==> src/rtl/fp_matrix_store_nios_if.sv <==
// Avalon-MM write-master bus for the matrix store DMA.
// The master drives address/write/writedata; the slave answers with waitrequest.
interface fp_matrix_store_nios_if #(
    parameter int ADDR_W = 24
);
    logic [ADDR_W-1:0] address;
    logic              write;
    logic [31:0]       writedata;
    logic              waitrequest;

    modport master (
        output address,
        output write,
        output writedata,
        input  waitrequest
    );

    modport slave (
        input  address,
        input  write,
        input  writedata,
        output waitrequest
    );
endinterface

==> src/rtl/fp_matrix_store_nios.sv <==
// fp_matrix_store_nios: copies an N x N single-precision matrix from the
// on-chip matrix RAM to SDRAM over an Avalon-MM write master. Started by a
// Nios II custom instruction, completion signalled by irq and acknowledged
// through a slave read that returns the number of words written.
// Optional build macro FP_STORE_CHECKSUM_EN: appends an XOR checksum word
// after the matrix and reports total+1 words.
module fp_matrix_store_nios #(
    parameter logic [5:0] DEFAULT_DIMENSION = 6'd16,
    parameter int         MAX_DIMENSION     = 32,
    parameter int         ADDR_W            = 24
) (
    input  logic                  clk,
    input  logic                  reset,
    // custom instruction
    input  logic                  clk_en_i,
    input  logic                  start_i,
    input  logic [31:0]           dataa_i,
    input  logic [31:0]           datab_i,
    output logic                  done_o,
    output logic [31:0]           result_o,
    // Avalon write master
    fp_matrix_store_nios_if.master avm,
    // matrix RAM read port (1-cycle read latency)
    output logic [9:0]            ram_rdaddress_o,
    output logic                  ram_rden_o,
    input  logic [31:0]           ram_q_i,
    // Avalon slave (interrupt acknowledge)
    input  logic                  result_read_i,
    output logic [31:0]           result_readdata_o,
    output logic                  irq_o
);

    localparam logic [31:0] ST_READY    = 32'd0;
    localparam logic [31:0] ST_BUSY     = 32'd1;
    localparam logic [31:0] ST_IRQ_WAIT = 32'd3;
    localparam logic [31:0] ST_REJECT   = 32'd98;
    localparam logic [31:0] ST_ACCEPT   = 32'd99;

    typedef enum logic [1:0] {S_IDLE, S_WRITE, S_IRQ_WAIT} state_t;

    state_t            state_q, state_d;
    logic [ADDR_W-1:0] base_q, base_d;
    logic [10:0]       total_q, total_d;
    logic [10:0]       rd_cnt_q, rd_cnt_d;
    logic [10:0]       wr_cnt_q, wr_cnt_d;
    logic [ADDR_W-1:0] address_q, address_d;
    logic              write_q, write_d;
    logic [31:0]       writedata_q, writedata_d;
    logic              irq_q, irq_d;
    logic              done_q, done_d;
    logic [31:0]       result_q, result_d;
    logic [31:0]       readdata_q, readdata_d;
    logic              rd_valid_q;

`ifdef FP_STORE_CHECKSUM_EN
    logic [31:0]       csum_q, csum_d;
    logic              csum_phase_q, csum_phase_d;
`endif

    // two-entry prefetch FIFO between the RAM read port and the write master
    logic [31:0]       fifo_mem_q [2];
    logic              fifo_wptr_q, fifo_rptr_q;
    logic [1:0]        fifo_cnt_q;
    logic              fifo_empty;
    logic              fifo_push, fifo_pop, fifo_clr;
    logic              word_avail, word_take;
    logic [31:0]       head_word;

    logic              start_fire;
    logic              rd_issue;
    logic              accept_dim;
    logic [5:0]        dim_sel;
    logic [10:0]       wr_cnt_inc;

    logic              unused_ok;
    assign unused_ok = ^dataa_i[31:ADDR_W];

    assign start_fire = clk_en_i & start_i;
    assign wr_cnt_inc = wr_cnt_q + 11'd1;

    // Fall-through head: when the FIFO is empty the word returning from RAM
    // this cycle can go straight to the bus, saving a cycle of latency.
    assign fifo_empty = (fifo_cnt_q == 2'd0);
    assign word_avail = !fifo_empty || rd_valid_q;
    assign head_word  = fifo_empty ? ram_q_i : fifo_mem_q[fifo_rptr_q];
    assign fifo_push  = rd_valid_q && !(word_take && fifo_empty);
    assign fifo_pop   = word_take && !fifo_empty;

    assign ram_rden_o      = rd_issue;
    assign ram_rdaddress_o = rd_issue ? rd_cnt_q[9:0] : 10'd0;

    assign avm.address       = address_q;
    assign avm.write         = write_q;
    assign avm.writedata     = writedata_q;
    assign done_o            = done_q;
    assign result_o          = result_q;
    assign result_readdata_o = readdata_q;
    assign irq_o             = irq_q;

    // Next-state, custom-instruction response, prefetch and bus sequencing.
    always_comb begin
        state_d     = state_q;
        base_d      = base_q;
        total_d     = total_q;
        rd_cnt_d    = rd_cnt_q;
        wr_cnt_d    = wr_cnt_q;
        address_d   = address_q;
        write_d     = write_q;
        writedata_d = writedata_q;
        irq_d       = irq_q;
        done_d      = 1'b0;
        result_d    = 32'd0;
        readdata_d  = 32'd0;
        rd_issue    = 1'b0;
        word_take   = 1'b0;
        fifo_clr    = 1'b0;
        accept_dim  = 1'b0;
        dim_sel     = DEFAULT_DIMENSION;
`ifdef FP_STORE_CHECKSUM_EN
        csum_d       = csum_q;
        csum_phase_d = csum_phase_q;
`endif
        case (state_q)
            S_IDLE: begin
                if (start_fire) begin
                    done_d = 1'b1;
                    if (datab_i == 32'd0) begin
                        accept_dim = 1'b1;
                    end else if (datab_i == 32'd1) begin
                        result_d = ST_READY;
                    end else if (datab_i > 32'(MAX_DIMENSION)) begin
                        result_d = ST_REJECT;
                    end else begin
                        accept_dim = 1'b1;
                        dim_sel    = datab_i[5:0];
                    end
                    if (accept_dim) begin
                        result_d = ST_ACCEPT;
                        base_d   = dataa_i[ADDR_W-1:0];
                        total_d  = 11'(dim_sel) * 11'(dim_sel);
                        rd_cnt_d = 11'd0;
                        wr_cnt_d = 11'd0;
                        write_d  = 1'b0;
                        fifo_clr = 1'b1;
                        state_d  = S_WRITE;
`ifdef FP_STORE_CHECKSUM_EN
                        csum_d       = 32'd0;
                        csum_phase_d = 1'b0;
`endif
                    end
                end
            end

            S_WRITE: begin
                if (start_fire) begin
                    done_d   = 1'b1;
                    result_d = ST_BUSY;
                end
                // Only read when the word has somewhere to land: FIFO
                // occupancy plus the read already in flight must stay below 2.
                if ((rd_cnt_q < total_q) &&
                    (({1'b0, fifo_cnt_q} + {2'b00, rd_valid_q}) < 3'd2)) begin
                    rd_issue = 1'b1;
                    rd_cnt_d = rd_cnt_q + 11'd1;
                end
                if (!write_q) begin
                    if (word_avail) begin
                        word_take   = 1'b1;
                        writedata_d = head_word;
                        address_d   = base_q + ADDR_W'({wr_cnt_q, 2'b00});
                        write_d     = 1'b1;
                    end
                end else if (!avm.waitrequest) begin
`ifdef FP_STORE_CHECKSUM_EN
                    if (csum_phase_q) begin
                        write_d      = 1'b0;
                        irq_d        = 1'b1;
                        csum_phase_d = 1'b0;
                        state_d      = S_IRQ_WAIT;
                    end else
`endif
                    begin
                        wr_cnt_d = wr_cnt_inc;
`ifdef FP_STORE_CHECKSUM_EN
                        csum_d = csum_q ^ writedata_q;
`endif
                        if (wr_cnt_inc == total_q) begin
`ifdef FP_STORE_CHECKSUM_EN
                            writedata_d  = csum_q ^ writedata_q;
                            address_d    = base_q + ADDR_W'({total_q, 2'b00});
                            csum_phase_d = 1'b1;
`else
                            write_d = 1'b0;
                            irq_d   = 1'b1;
                            state_d = S_IRQ_WAIT;
`endif
                        end else if (word_avail) begin
                            word_take   = 1'b1;
                            writedata_d = head_word;
                            address_d   = base_q + ADDR_W'({wr_cnt_inc, 2'b00});
                        end else begin
                            write_d = 1'b0;
                        end
                    end
                end
            end

            S_IRQ_WAIT: begin
                if (start_fire) begin
                    done_d   = 1'b1;
                    result_d = ST_IRQ_WAIT;
                end
                if (result_read_i) begin
`ifdef FP_STORE_CHECKSUM_EN
                    readdata_d = 32'(total_q) + 32'd1;
`else
                    readdata_d = 32'(total_q);
`endif
                    irq_d   = 1'b0;
                    state_d = S_IDLE;
                end
            end

            default: state_d = S_IDLE;
        endcase
    end

    // State and datapath registers.
    always_ff @(posedge clk) begin
        if (reset) begin
            state_q     <= S_IDLE;
            base_q      <= '0;
            total_q     <= '0;
            rd_cnt_q    <= '0;
            wr_cnt_q    <= '0;
            address_q   <= '0;
            write_q     <= 1'b0;
            writedata_q <= '0;
            irq_q       <= 1'b0;
            done_q      <= 1'b0;
            result_q    <= '0;
            readdata_q  <= '0;
            rd_valid_q  <= 1'b0;
`ifdef FP_STORE_CHECKSUM_EN
            csum_q       <= '0;
            csum_phase_q <= 1'b0;
`endif
        end else begin
            state_q     <= state_d;
            base_q      <= base_d;
            total_q     <= total_d;
            rd_cnt_q    <= rd_cnt_d;
            wr_cnt_q    <= wr_cnt_d;
            address_q   <= address_d;
            write_q     <= write_d;
            writedata_q <= writedata_d;
            irq_q       <= irq_d;
            done_q      <= done_d;
            result_q    <= result_d;
            readdata_q  <= readdata_d;
            rd_valid_q  <= rd_issue;
`ifdef FP_STORE_CHECKSUM_EN
            csum_q       <= csum_d;
            csum_phase_q <= csum_phase_d;
`endif
        end
    end

    // FIFO pointers and occupancy.
    always_ff @(posedge clk) begin
        if (reset || fifo_clr) begin
            fifo_wptr_q <= 1'b0;
            fifo_rptr_q <= 1'b0;
            fifo_cnt_q  <= 2'd0;
        end else begin
            if (fifo_push) fifo_wptr_q <= ~fifo_wptr_q;
            if (fifo_pop)  fifo_rptr_q <= ~fifo_rptr_q;
            fifo_cnt_q <= fifo_cnt_q + 2'(fifo_push) - 2'(fifo_pop);
        end
    end

    // FIFO storage: plain data, no reset needed.
    always_ff @(posedge clk) begin
        if (fifo_push) fifo_mem_q[fifo_wptr_q] <= ram_q_i;
    end

endmodule

==> src/flat_wrapper.sv <==
// flat-port wrapper written by rule: the top's interface ports become plain ports
module fp_matrix_store_nios_flat 
#(
    parameter logic [5:0] DEFAULT_DIMENSION = 6'd16,
    parameter int         MAX_DIMENSION     = 32,
    parameter int         ADDR_W            = 24
)
  (clk, reset, clk_en_i, start_i, dataa_i, datab_i, done_o, result_o, ram_rdaddress_o, ram_rden_o, ram_q_i, result_read_i, result_readdata_o, irq_o, avm_address, avm_write, avm_writedata, avm_waitrequest);
  fp_matrix_store_nios_if #(.ADDR_W(ADDR_W)) avm_i ();
  input  logic clk;
  input  logic reset;
  input  logic clk_en_i;
  input  logic start_i;
  input  logic [31:0] dataa_i;
  input  logic [31:0] datab_i;
  output logic done_o;
  output logic [31:0] result_o;
  output logic [9:0] ram_rdaddress_o;
  output logic ram_rden_o;
  input  logic [31:0] ram_q_i;
  input  logic result_read_i;
  output logic [31:0] result_readdata_o;
  output logic irq_o;
  output wire logic [$bits(avm_i.address)-1:0] avm_address;
  output wire logic [$bits(avm_i.write)-1:0] avm_write;
  output wire logic [$bits(avm_i.writedata)-1:0] avm_writedata;
  input wire logic [$bits(avm_i.waitrequest)-1:0] avm_waitrequest;
  assign avm_address = avm_i.address;
  assign avm_write = avm_i.write;
  assign avm_writedata = avm_i.writedata;
  assign avm_i.waitrequest = avm_waitrequest;
  fp_matrix_store_nios #(.DEFAULT_DIMENSION(DEFAULT_DIMENSION), .MAX_DIMENSION(MAX_DIMENSION), .ADDR_W(ADDR_W)) u_core (.clk(clk), .reset(reset), .clk_en_i(clk_en_i), .start_i(start_i), .dataa_i(dataa_i), .datab_i(datab_i), .done_o(done_o), .result_o(result_o), .avm(avm_i), .ram_rdaddress_o(ram_rdaddress_o), .ram_rden_o(ram_rden_o), .ram_q_i(ram_q_i), .result_read_i(result_read_i), .result_readdata_o(result_readdata_o), .irq_o(irq_o));
endmodule
==> config.mk <==
export PLATFORM = sky130hd
export DESIGN_NAME = fp_matrix_store_nios_flat
export DESIGN_NICKNAME = d
export VERILOG_FILES = /design/src/rtl/fp_matrix_store_nios_if.sv /design/src/rtl/fp_matrix_store_nios.sv /design/src/flat_wrapper.sv
export SDC_FILE = /design/constraint.sdc
export NUM_CORES = 1
export LEC_CHECK = 0
export CELL_PAD_IN_SITES_DETAIL_PLACEMENT = 1
export CELL_PAD_IN_SITES_GLOBAL_PLACEMENT = 2
export CORE_UTILIZATION = 25
export DETAILED_ROUTE_END_ITERATION = 7
export GPL_TIMING_DRIVEN = 0
export PLACE_DENSITY_LB_ADDON = 0.2
export SETUP_SLACK_MARGIN = 0.4
export SLEW_MARGIN = 40
export SYNTH_ARGS = -nofsm -noshare
export SYNTH_HDL_FRONTEND = slang
export SYNTH_SLANG_ARGS = --single-unit
==> constraint.sdc <==
create_clock -name clk -period 12 [get_ports clk]
set_input_delay 3.6 -clock clk [delete_from_list [all_inputs] [get_ports clk]]
set_output_delay 3.6 -clock clk [all_outputs]
set_load 0.02 [all_outputs]
# Word level (Yosys, flattened, before mapping)
# Memories as Yosys holds them, arrays and structs flattened. A register that Yosys moved wholly into a read port is not among the register bits.
# Index checks and enable logic that the tools add are counted.
# Widths: inputs -> output; s select.
[totals] reg_bits=187 latch_bits=0 mem_bits_rw=64 mem_bits_ro=0 inputBits=102 output_inout_bits=134 mem_count=1
[memory_table] name="u_core.fifo_mem_q" words=2 word_bits=32 read_ports=1 rd_clocked_by_memory_dff=1 write_ports=1 line="fp_matrix_store_nios.sv:61" source="logic [31:0] fifo_mem_q [2];"
[op_classes] add_sub_neg=7 mul=1 div=0 order_cmp=3 eq_ne=13 shift=0 mux=68 n_bitwise=6 n_reduce_logical=25
[op_table] op="$mux 32" count=9
[op_table] op="$mux 24" count=5
[op_table] op="$pmux 32 s3" count=1
[op_table] op="$mux 11" count=5
[op_table] op="$add 24x13->24" count=2
[op_table] op="$pmux 11 s2" count=2
[op_table] op="$eq 32x1->1 const B" count=1
[op_table] op="$gt 32x6->1 const B" count=1
[op_table] op="$logic_not 32->1" count=1
[op_table] op="$mux 6" count=5
[op_table] op="$mux 1" count=29
[op_table] op="$add 11x1->11 const B" count=2
[op_table] op="$mux 2" count=7
[op_table] op="$eq 11x11->1" count=1
[op_table] op="$lt 11x11->1" count=1
[op_table] op="$mul 6x6->11" count=1
[op_table] op="$mux 10" count=1
[op_table] op="$ne 2x1->1 const B" count=5
[op_table] op="$reduce_and 5->1" count=2
[op_table] op="$reduce_and 3->1" count=3
[op_table] op="$ne 2x2->1 const B" count=4
[op_table] op="$reduce_and 4->1" count=2
[op_table] op="$mux 7" count=1
[op_table] op="$pmux 2 s3" count=1
[op_table] op="17 further kinds" count=31

# Logic depth before layout (Yosys ltp)
[depth] ltp_word=13 mapped_depth=19

# Least setup slack after synthesis
# Ideal clock, no wire load.
[synth_path] path_kind="input to register" from="input port datab_i[14]" to="register u_core.total_q[10]" arrival_ns=7.772 t_required_ns=11.914 setup_slack_ns=4.142 path_stages=18 n_path_buf=1 cell_sequence="nor4_1 nand4_1 nor3_2 clkbuf_1 and2_1 nand2_1 fa_1 fa_1 inv_1 fa_1 ha_1 a31oi_1 o21bai_1 a21oi_1 o21ai_0 xnor2_1 nor2_1 a211oi_1"
[synth_via] elab_chain_len=7 elab_cells_between_ends=15
[synth_rtl] element="start: declaration" line="flat_wrapper.sv:15" source="input logic [31:0] datab_i;"
[synth_rtl] element="$gt 32x6->1" line="fp_matrix_store_nios.sv:131" source="end else if (datab_i > 32'(MAX_DIMENSION)) begin"
[synth_rtl] element="$mux 6 or $mux 1 (tied branches)" line="fp_matrix_store_nios.sv:131"
[synth_rtl] element="$mux 6 or $mux 1 (tied branches)" line="fp_matrix_store_nios.sv:129" source="end else if (datab_i == 32'd1) begin"
[synth_rtl] element="$mux 6 or $mux 1 (tied branches)" line="fp_matrix_store_nios.sv:127" source="if (datab_i == 32'd0) begin"
[synth_rtl] element="$mux 6 or $mux 1 (tied branches)" line="fp_matrix_store_nios.sv:125" source="if (start_fire) begin"
[synth_rtl] element="$mux 6 or $mux 1 (tied branches)" line="fp_matrix_store_nios.sv:123" source="case (state_q)"
[synth_rtl] element="$mul 6x6->11 or $reduce_and 3->1 (tied branches)"
[synth_rtl] element="end signal: assignment" line="fp_matrix_store_nios.sv:251" source="total_q <= total_d;"
[synth_rtl] element="end: declaration" line="fp_matrix_store_nios.sv:43" source="logic [10:0] total_q, total_d;"
# Parallel ways exist; a longest one is shown, timed or not. The select of a mux whose other input is x is not followed.
# A chain may end at the register's enable or synchronous reset.

# Worst setup path in the final report
# Ends and elaborated chain as after synthesis.

==> results.json <==
{
  "start_util_pct": 25.49,
  "coreArea_um2": 40010,
  "cellPowerDensity_nw_per_um2": 104.2,
  "finalCritPeriodShare_pct": 70.18,
  "htreeDepth": 4,
  "hp-start": "u_core.base_q[0]$_SDFFE_PP0P_",
  "drt-initial-drc-count": 194,
  "grt_use_total_pct": 14.91,
  "clock_latency_ps": 470,
  "drv_cap": 0,
  "antenna_found_initial": 0,
  "arrival_ps": 8810,
  "grt_pass1_vias": 8236,
  "grt_max_degree": 33,
  "async_flop_share_pct": 0,
  "syn2layout_area_growth_pct": 32.36,
  "vias": 8137,
  "critical_path.max_fanout": 10,
  "setup_violations": 0,
  "drive_gt1_share_pct": 12.91,
  "rsz0062_at_grt": "false",
  "fillers": 4547,
  "postSynthCellCount": 1007,
  "cp-end-kind": "register",
  "peakVddDrop_mv": 0.07293,
  "clockRootBuffer": "clkbuf_16",
  "synth.distinct_cells": 66,
  "port_buffers": 176,
  "tritoncts": "done",
  "period_needed_ps": 8422,
  "crit_type": "in -> reg",
  "avgSynthCellArea_um2": 10.13,
  "cts_setup_buffers": 0,
  "timing.hold.ws_ps": 460.6,
  "avgViaCountPerCell": 4.533,
  "critPathRequiredTime_ps": 12390,
  "grt_pass1_wl_mm": 47.48,
  "outcome": "complete, no violations",
  "synth_warnings": 0,
  "synth_edf_count": 64,
  "totalWireLength_mm": 30.74,
  "hold_depth": 2,
  "ios": 236,
  "dieArea_um2": 41610,
  "r2r-end": "u_core.avm.address[16]$_SDFFE_PP0P_",
  "cts_max_path_buffers": 2,
  "drc": 0,
  "rows": 73,
  "reg2regPathDepth": 14,
  "cts_resized": 0,
  "n_antenna_cell": 0,
  "relSlewSlack_pct": 46.58,
  "clk_pin_slew_ps": 100,
  "die_h_um": 204.0,
  "dieWidth_um": 204.0,
  "numCtsBuffers": 17,
  "hold_class": "reg -> reg",
  "p_leak_uw": 0.004852,
  "gp_congestion": 0.7355,
  "seq_area_frac_synth_pct": 45.54,
  "dp.final_hpwl_mm": 23.43,
  "fmax_mhz": 118.7,
  "finalNetCount": 1408,
  "drt-wirelength-per-cell_um": 17.12,
  "start_kind": "primary input",
  "ys_seq_elements": 200,
  "reg2reg_slack_ps": 7920,
  "synthFlopType": "dfxtp_1",
  "rr_startpoint": "u_core.wr_cnt_q[0]$_SDFFE_PP0P_",
  "fin_worst_skew_ps": 26.68,
  "min_to": "u_core.base_q[0]$_SDFFE_PP0P_",
  "cts_hold_buf": 0,
  "worstMarginPinSlew_ps": 791.2,
  "numClockSinks": 200,
  "ant_nets": 0,
  "finalHoldViolCount": 0,
  "synthesis.area_um2": 10200,
  "fin_setup_tns_ps": 0,
  "final_max_slew_viol_count": 0,
  "firstDrtPassIters": 4,
  "grt_overflow": 0
}
[layer usage]
layer	vias to the layer above	GRT usage (%)	share of wire, %
met1	3961	19.57	48
met4	0	3.545	1.0
met3	18	2.726	3.5
li1	4008	-	-
met2	150	25.18	48
met5	-	0	0
[per-stage QoR]
step | worst slack (ps) | util (%) | cells | power (uW) | instance area [um2]
after floorplan | 4142 | - | 1060 | 757.6 | 10400
after global placement | 3065 | 32.04 | 1761 | 803.2 | 12820
after detailed placement | 3055 | 32.18 | 1763 | 803.7 | 12870
after CTS | 3540 | 33.74 | 1795 | 1427 | 13500
after global routing | 3059 | 33.74 | 1795 | 1454 | 13500
final | 3578 | 33.74 | 1795 | 1407 | 13500
[cell usage after synthesis (5+ instances only)]
cell type	n	area, um2
inv_1	31	116.4
buf_4	55	412.9
mux2_2	34	382.9
o31ai_1	7	52.55
a211oi_1	18	135.1
nand2_1	99	371.6
xnor2_1	49	429.2
mux2i_1	16	160.2
dfxtp_1	136	2723
nor4_1	8	50.05
and3_1	19	118.9
a21oi_1	73	365.4
buf_2	17	85.08
or4_1	5	37.54
or3_1	7	43.79
nor3_1	18	90.09
fa_1	9	180.2
nor3b_1	36	270.3
a311oi_1	9	78.83
nand3_1	11	55.05
nor2b_1	6	37.54
a221o_1	32	320.3
edfxtp_1	64	1922
ha_1	40	500.5
xor2_1	6	52.55
clkbuf_1	31	116.4
nor2_1	53	198.9
a21o_1	10	75.07
nand2b_1	13	81.33
and2_1	12	75.07
o21ai_0	22	110.1
[cell families after synthesis]
kind of cell             Yosys count  synth area share [%]
AO/OA/AOI/OAI                    202                 13.80
XOR/XNOR                          55                 4.723
adder cells (fa/ha/maj)           49                 6.674
buffers and inverters            139                 7.349
flip-flops                       200                 45.54
multiplexers                      50                 5.324
other                              2               0.07364
AND/OR/NAND/NOR                  310                 16.51
[report_power, final]
part / internal [uW] / switching (uW) / leakage, uW
combinational: 45.7 / 45.5 / 0.00288
sequential: 697 / 0.229 / 0.00167
clock: 292 / 326 / 0.000304
total: 1030 / 372 / 0.00485
[registers in the layout (all words and copies together), names as in the netlist, named ones only]
signal                    cells
u_core.fifo_mem_q            64
u_core.avm.writedata         32
u_core.avm.address           24
u_core.base_q                24
u_core.rd_cnt_q              11
u_core.wr_cnt_q              11
u_core.result_readdata_o     10
u_core.total_q               10
u_core.result_o               3
u_core.fifo_cnt_q             2
u_core.state_q                2
u_core.avm.write              1
u_core.done_o                 1
u_core.fifo_rptr_q            1
u_core.fifo_wptr_q            1
u_core.irq_o                  1
u_core.rd_valid_q             1
[critical path, cell delays in order]
cell and delay, ps:
clkdlybuf4s50_1 400, nor4_1 300, nand4_1 330, nor3_2 420, clkbuf_1 320, and2_1 210, nand2_1 80, fa_1 530
fa_1 550, inv_1 50, fa_1 470, ha_1 350, a31oi_1 240, o21bai_1 100, a21oi_1 220, o21ai_0 150
xnor2_1 200, nor2_1 80, a211oi_1 200
[worst max path at each step]
stage / cells past startpoint / end / from / slack (ps)
finish: 19 / u_core.total_q[10]$_SDFFE_PP0P_ / datab_i[14] / 3580
CTS: 19 / u_core.total_q[10]$_SDFFE_PP0P_ / datab_i[14] / 3540
floorplan: 18 / u_core.total_q[10]$_SDFFE_PP0P_ / datab_i[14] / 4140
global placement: 19 / u_core.total_q[10]$_SDFFE_PP0P_ / datab_i[14] / 3070
global route: 19 / u_core.total_q[10]$_SDFFE_PP0P_ / datab_i[10] / 3060
detailed placement: 19 / u_core.total_q[10]$_SDFFE_PP0P_ / datab_i[23] / 3060
[cell usage in the layout (no fill, tap or decap), drive strengths merged, types with 5 or more instances in the layout]
cell type	n
a211oi	20
a21o	10
a21oi	74
a221o	32
a311oi	9
and2	12
and3	19
buf	78
clkbuf	48
clkdlybuf4s50	176
clkinv	5
conb	55
dfxtp	136
edfxtp	64
fa	9
ha	40
inv	42
mux2	34
mux2i	16
nand2	99
nand2b	13
nand3	13
nand4	5
nor2	53
nor2b	6
nor3	22
nor3b	37
nor4	10
o21ai	24
o31ai	7
or3	7
or4	5
xnor2	49
xor2	6
[cell type report]
| class | instances | area [um2] | area share (%) |
|---|---|---|---|
| buffer | 107 | 629.4 | 4.662 |
| tap | 525 | 656.9 | 4.866 |
| inverter | 32 | 120.1 | 0.8898 |
| clock buffer | 17 | 425.4 | 3.151 |
| clock inverter | 15 | 201.4 | 1.492 |
| sequential | 200 | 4644 | 34.41 |
| multi-input combinational | 721 | 5017 | 37.17 |
| timing repair buffer | 178 | 1804 | 13.37 |
Note: power is estimated with default switching activity, not from simulation.
==> patch 1, RTL diff (same flow settings) <==
Make the reset (`reset`) asynchronous in one clocked block.
--- a/src/rtl/fp_matrix_store_nios.sv
+++ b/src/rtl/fp_matrix_store_nios.sv
@@ -226,7 +226,7 @@
     end
 
     // State and datapath registers.
-    always_ff @(posedge clk) begin
+    always_ff @(posedge clk or posedge reset) begin
         if (reset) begin
             state_q     <= S_IDLE;
             base_q      <= '0;
Check against the original RTL: differs if reset is asserted again (counterexample within 4 cycles, from zero or initial values and one cycle with reset high); with reset held inactive, the same outputs for 4 cycles.
==> patch 1 against the original RTL <==
Count of clock-buffer cells in the layout rose by 23. Area after synthesis rose by 6.2%. Sequential cell count rose by 1. Setup slack improved by 540 ps. Global-route usage fell by 0.69 points. Sequential share of layout area rose by 2.3 points. Register-to-register slack improved by 200 ps. Wire length rose by 1.2%. Worst hold slack improved by 10 ps. Design area rose by 7.5%. Critical path type unchanged. Largest cell class is now registers. Highest routed layer unchanged.
Power is not compared: it rests on default switching activity, and its combinational part moved more than twofold at a synthesized area within 25%.
==> patch 1: results (changes against the original RTL) <==
- Status: finished clean (unchanged)
- H-tree depth: 1 (was 4)
- Fraction of area in multi-input gates: 33.86% (was 37.17%)
- Seq_cells: 201 (was 200)
- Nonclk buf count: 282 (was 285)
- Fin util: 34.30% (was 33.74%)
- Inverter count: 37 (was 32)
- R2R Path Start: u_core.avm.write (was u_core.wr_cnt_q[0])
- Post-synthesis mux area share: 10.96% (was 5.325%)
- Fraction of area in non-clock buffers: 17.51% (was 18.03%)
- Ys flop type: dfrtp_1 (was dfxtp_1)
- Fill cells: 4723 (was 4547)
- Hold Crit Start: u_core.base_q[0] (unchanged)
- Vias per cell: 4.322 (was 4.533)
- Hpwl dp: 22920 um (was 23430 um)
- Worst-path clk slew: 60 ps (was 100 ps)
- Seq/Total Area, Yosys: 49.16% (was 45.54%)
- Post-DP Area: 0.01365 mm2 (was 0.01287 mm2)
- Share of post-route cells with drive strength above 1: 14.17% (was 12.91%)
- Via count: 7983 (was 8137)
- Skew final: 15.78 ps (was 26.68 ps)
- Pin count of the biggest net entering global routing: 63 (was 33)
- Nets: 1398 (was 1408)
- Critical Path Slowest Stage Cell: nor3_1 (was fa_1)
- Hold EP: u_core.base_q[0] (unchanged)
- Gpl congestion: 0.7308 (was 0.7355)
- Tot GR Track Use: 14.22% (was 14.91%)
- Initial DRC Count: 206 (was 194)
- Clock latency at the later pin of the worst-skew pair: 550 ps (was 470 ps)
- Distinct cells, synth: 65 (was 66)
- Largest fanout on the critical path: 8 (was 10)
- Adder-Cell Fraction of Synth Area: 5.937% (was 6.674%)
- Largest stage delay, worst path: 630 ps (was 550 ps)
- Total CTS buffers: 26 (was 17)
- Max clock buf depth: 3 (was 2)
==> patch 1: power groups by stage <==
stage | clock, mW | sequential, mW | combinational [mW]
2_1_floorplan | 0 | 0.762 | 0.0876
3_3_place_gp | 0 | 0.749 | 0.185
3_5_place_dp | 0 | 0.749 | 0.189
4_1_cts | 0.818 | 0.736 | 0.190
5_1_grt | 0.840 | 0.738 | 0.206
6_report | 0.786 | 0.737 | 0.187
==> patch 1: how the worst max path moves through the flow <==
stage	start	to	cells past startpoint
after floorplan	datab_i[1]	u_core.total_q[10]	16
after global placement	reset	u_core.result_readdata_o[1]	2
after detailed placement	datab_i[30]	u_core.total_q[10]	17
after CTS	datab_i[19]	u_core.total_q[10]	17
after global routing	datab_i[19]	u_core.total_q[10]	17
final	datab_i[30]	u_core.total_q[10]	17
==> patch 1: layer usage <==
metal	global-route usage (%)	wire, um
met5	0	0
met1	19.72	14870
met2	23.45	14440
met3	1.907	1336
met4	3.222	467
==> patch 2, RTL diff (config.mk and constraints unchanged) <==
Without the edit above. `ADDR_W` is set to 24 in 3 places; all go to 20.
--- a/src/rtl/fp_matrix_store_nios_if.sv
+++ b/src/rtl/fp_matrix_store_nios_if.sv
@@ -1,7 +1,7 @@
 // Avalon-MM write-master bus for the matrix store DMA.
 // The master drives address/write/writedata; the slave answers with waitrequest.
 interface fp_matrix_store_nios_if #(
-    parameter int ADDR_W = 24
+    parameter int ADDR_W = 20
 );
     logic [ADDR_W-1:0] address;
     logic              write;
--- a/src/rtl/fp_matrix_store_nios.sv
+++ b/src/rtl/fp_matrix_store_nios.sv
@@ -7,7 +7,7 @@
 module fp_matrix_store_nios #(
     parameter logic [5:0] DEFAULT_DIMENSION = 6'd16,
     parameter int         MAX_DIMENSION     = 32,
-    parameter int         ADDR_W            = 24
+    parameter int         ADDR_W            = 20
 ) (
     input  logic                  clk,
     input  logic                  reset,
--- a/src/flat_wrapper.sv
+++ b/src/flat_wrapper.sv
@@ -3,7 +3,7 @@
 #(
     parameter logic [5:0] DEFAULT_DIMENSION = 6'd16,
     parameter int         MAX_DIMENSION     = 32,
-    parameter int         ADDR_W            = 24
+    parameter int         ADDR_W            = 20
 )
   (clk, reset, clk_en_i, start_i, dataa_i, datab_i, done_o, result_o, ram_rdaddress_o, ram_rden_o, ram_q_i, result_read_i, result_readdata_o, irq_o, avm_address, avm_write, avm_writedata, avm_waitrequest);
   fp_matrix_store_nios_if #(.ADDR_W(ADDR_W)) avm_i ();
Interface: changed (resized avm_address); port bits go from 236 to 232. No check against the original RTL was run, so the function may have changed too.
==> patch 2 against the original RTL <==
Global-route usage up 0.79 points. Area after synthesis down 2.8%. Via count grew 0.91%. Clock skew shrank 13 ps. Sequential cell count is 8 lower. Wire length grew 1.6%. Power down 4.4%. Fmax decreased by 1.4%. Critical path depth up 2. Design area decreased by 2.8%. Setup slack lost 120 ps. Non-clock buffer count down 2. Worst hold slack worse by 4.8 ps. Largest cell class unchanged.
==> patch 2: results (changes against the original RTL) <==
- Status: finished clean (unchanged)
- Number of flip-flops under the largest register name: 64 (unchanged)
- Post-CTS Setup Repair Bufs: 0 (unchanged)
- Max clock buf depth: 2 (unchanged)
- Fraction of registers with async set/reset: 0% (unchanged)
- Resize count post-CTS: 0 (unchanged)
- Syn Inst Count: 1052 (was 1007)
- Critical Path Slowest Stage Cell: nor4_1 (was fa_1)
- Final ANT Viol Nets: 0 (unchanged)
- Cells after DPL: 1794 (was 1763)
- Worst hold path stage count: 2 (unchanged)
- Pin count of the biggest net entering global routing: 33 (unchanged)
- Place WS: 3005 ps (was 3055 ps)
- Fill cells: 4501 (was 4547)
- Max IR drop VDD: 83.72 uV (was 72.93 uV)
- Clock Root Buffer: clkbuf_16 (unchanged)
- Share of post-route cells with drive strength above 1: 9.633% (was 12.91%)
- CP top delay family: adder cells (unchanged)
- Total sequential power: 670 uW (was 697 uW)
- Final wirelength: 31230 um (was 30740 um)
- Power Combinational: 88.0 uW (was 91.2 uW)
- Seq/Total Area, Yosys: 45.24% (was 45.54%)
- Via count: 8211 (was 8137)
- H-tree depth: 4 (unchanged)
- Most flops, register: u_core.fifo_mem_q (unchanged)
- Port bufs: 168 (was 176)
- Initial antenna violation count: 0 (unchanged)
- Synth top area cells: dfxtp_1 26%, edfxtp_1 19%, nand2_1 6.7% (was dfxtp_1 27%, edfxtp_1 19%, ha_1 4.9%)
- Commonest cells post-synth: 176 x nand2_1, 128 x dfxtp_1, 93 x a21oi_1, 64 x edfxtp_1, 56 x buf_4 (was 136 x dfxtp_1, 99 x nand2_1, 73 x a21oi_1, 64 x edfxtp_1, 55 x buf_4)
- Distinct cells, synth: 65 (was 66)
- Hold WC Path Type: register to register (unchanged)
- Nets: 1447 (was 1408)
- First-pass GRT wire length: 49120 um (was 47480 um)
- Detailed Routing Iterations Pass 1: 4 (unchanged)
- Static Leak: 4.665 nW (was 4.852 nW)
- CP arrival: 8840 ps (was 8810 ps)
- Largest stage delay, worst path: 530 ps (was 550 ps)
- Gpl congestion: 0.7782 (was 0.7355)
- Hpwl dp: 24170 um (was 23430 um)
- Clock latency at the later pin of the worst-skew pair: 440 ps (was 470 ps)
- Number of global-route vias before repair: 8656 (was 8236)
- Post-synth EDFFs: 64 (unchanged)
- Slew @ Worst Pin: 766.0 ps (was 791.2 ps)
- Power per cell area: 102.5 mW/mm2 (was 104.2 mW/mm2)
- YS warnings: 0 (unchanged)
- Vias per cell: 4.494 (was 4.533)
- Total CTS buffers: 17 (unchanged)
- Largest fanout on the critical path: 10 (unchanged)
- Skew final: 13.91 ps (was 26.68 ps)
- CTS tree: done (unchanged)
- Initial DRC Count: 262 (was 194)
- Worst-path clk slew: 80 ps (was 100 ps)
- Internal Power: 1.007 mW (was 1.034 mW)
- Tot GR Track Use: 15.70% (was 14.91%)
- Worst-case reg-to-reg path depth: 12 (was 14)
## patch 2: cell count changes after synthesis, sizes merged, moves of 7 or more
| cell | unedited run | this run |
|---|---|---|
| nand2 | 99 | 177 |
| o211ai | 3 | 40 |
| nor3b | 37 | 3 |
| mux2 | 34 | 1 |
| a221o | 32 | 1 |
| mux2i | 16 | 40 |
| a21oi | 74 | 93 |
| nor2 | 53 | 35 |
| xnor2 | 49 | 37 |
| a211oi | 20 | 12 |
| clkbuf | 31 | 39 |
| dfxtp | 136 | 128 |
| xor2 | 6 | 13 |
## patch 2: cell families (layout without fill, tap and decap cells)
group	Yosys count	in the layout	share of synthesized area (%)
flops	192	192	45.24
mux	41	41	4.152
other cells	1	56	0.03783
simple gates	339	339	16.19
buf+inv	151	353	8.267
fa+ha+maj	50	50	6.992
xor+xnor	50	50	4.418
compound gates	228	228	14.70
## patch 2: worst paths after layout
path | from | endpoint | slack [ps]
min reg2reg | u_core.avm.writedata[25] | u_core.avm.writedata[25] | 460
min | u_core.avm.writedata[25] | u_core.avm.writedata[25] | 460
max | datab_i[1] | u_core.total_q[10] | 3460
max reg2reg | u_core.avm.write | u_core.avm.address[19] | 8220
## patch 2: cell type report
type                    instances  area [um2]  area share (%)
multi-input cells             763        4828           36.79
flip-flops and latches        192        4484           34.17
repair buffers                170        1724           13.14
plain buffers                 113       681.9           5.196
well taps                     518       648.1           4.939
clock buffers                  18       450.4           3.432
clock inverters                14       160.2           1.220
inverters                      38       142.6           1.087
diodes                          1       2.502         0.01907
## patch 2: routing by layer
metal	part of all wire, %	GRT usage, %
met5	0	0
met2	50	28.09
met3	2.3	2.300
met4	0.84	3.217
met1	46	19.88
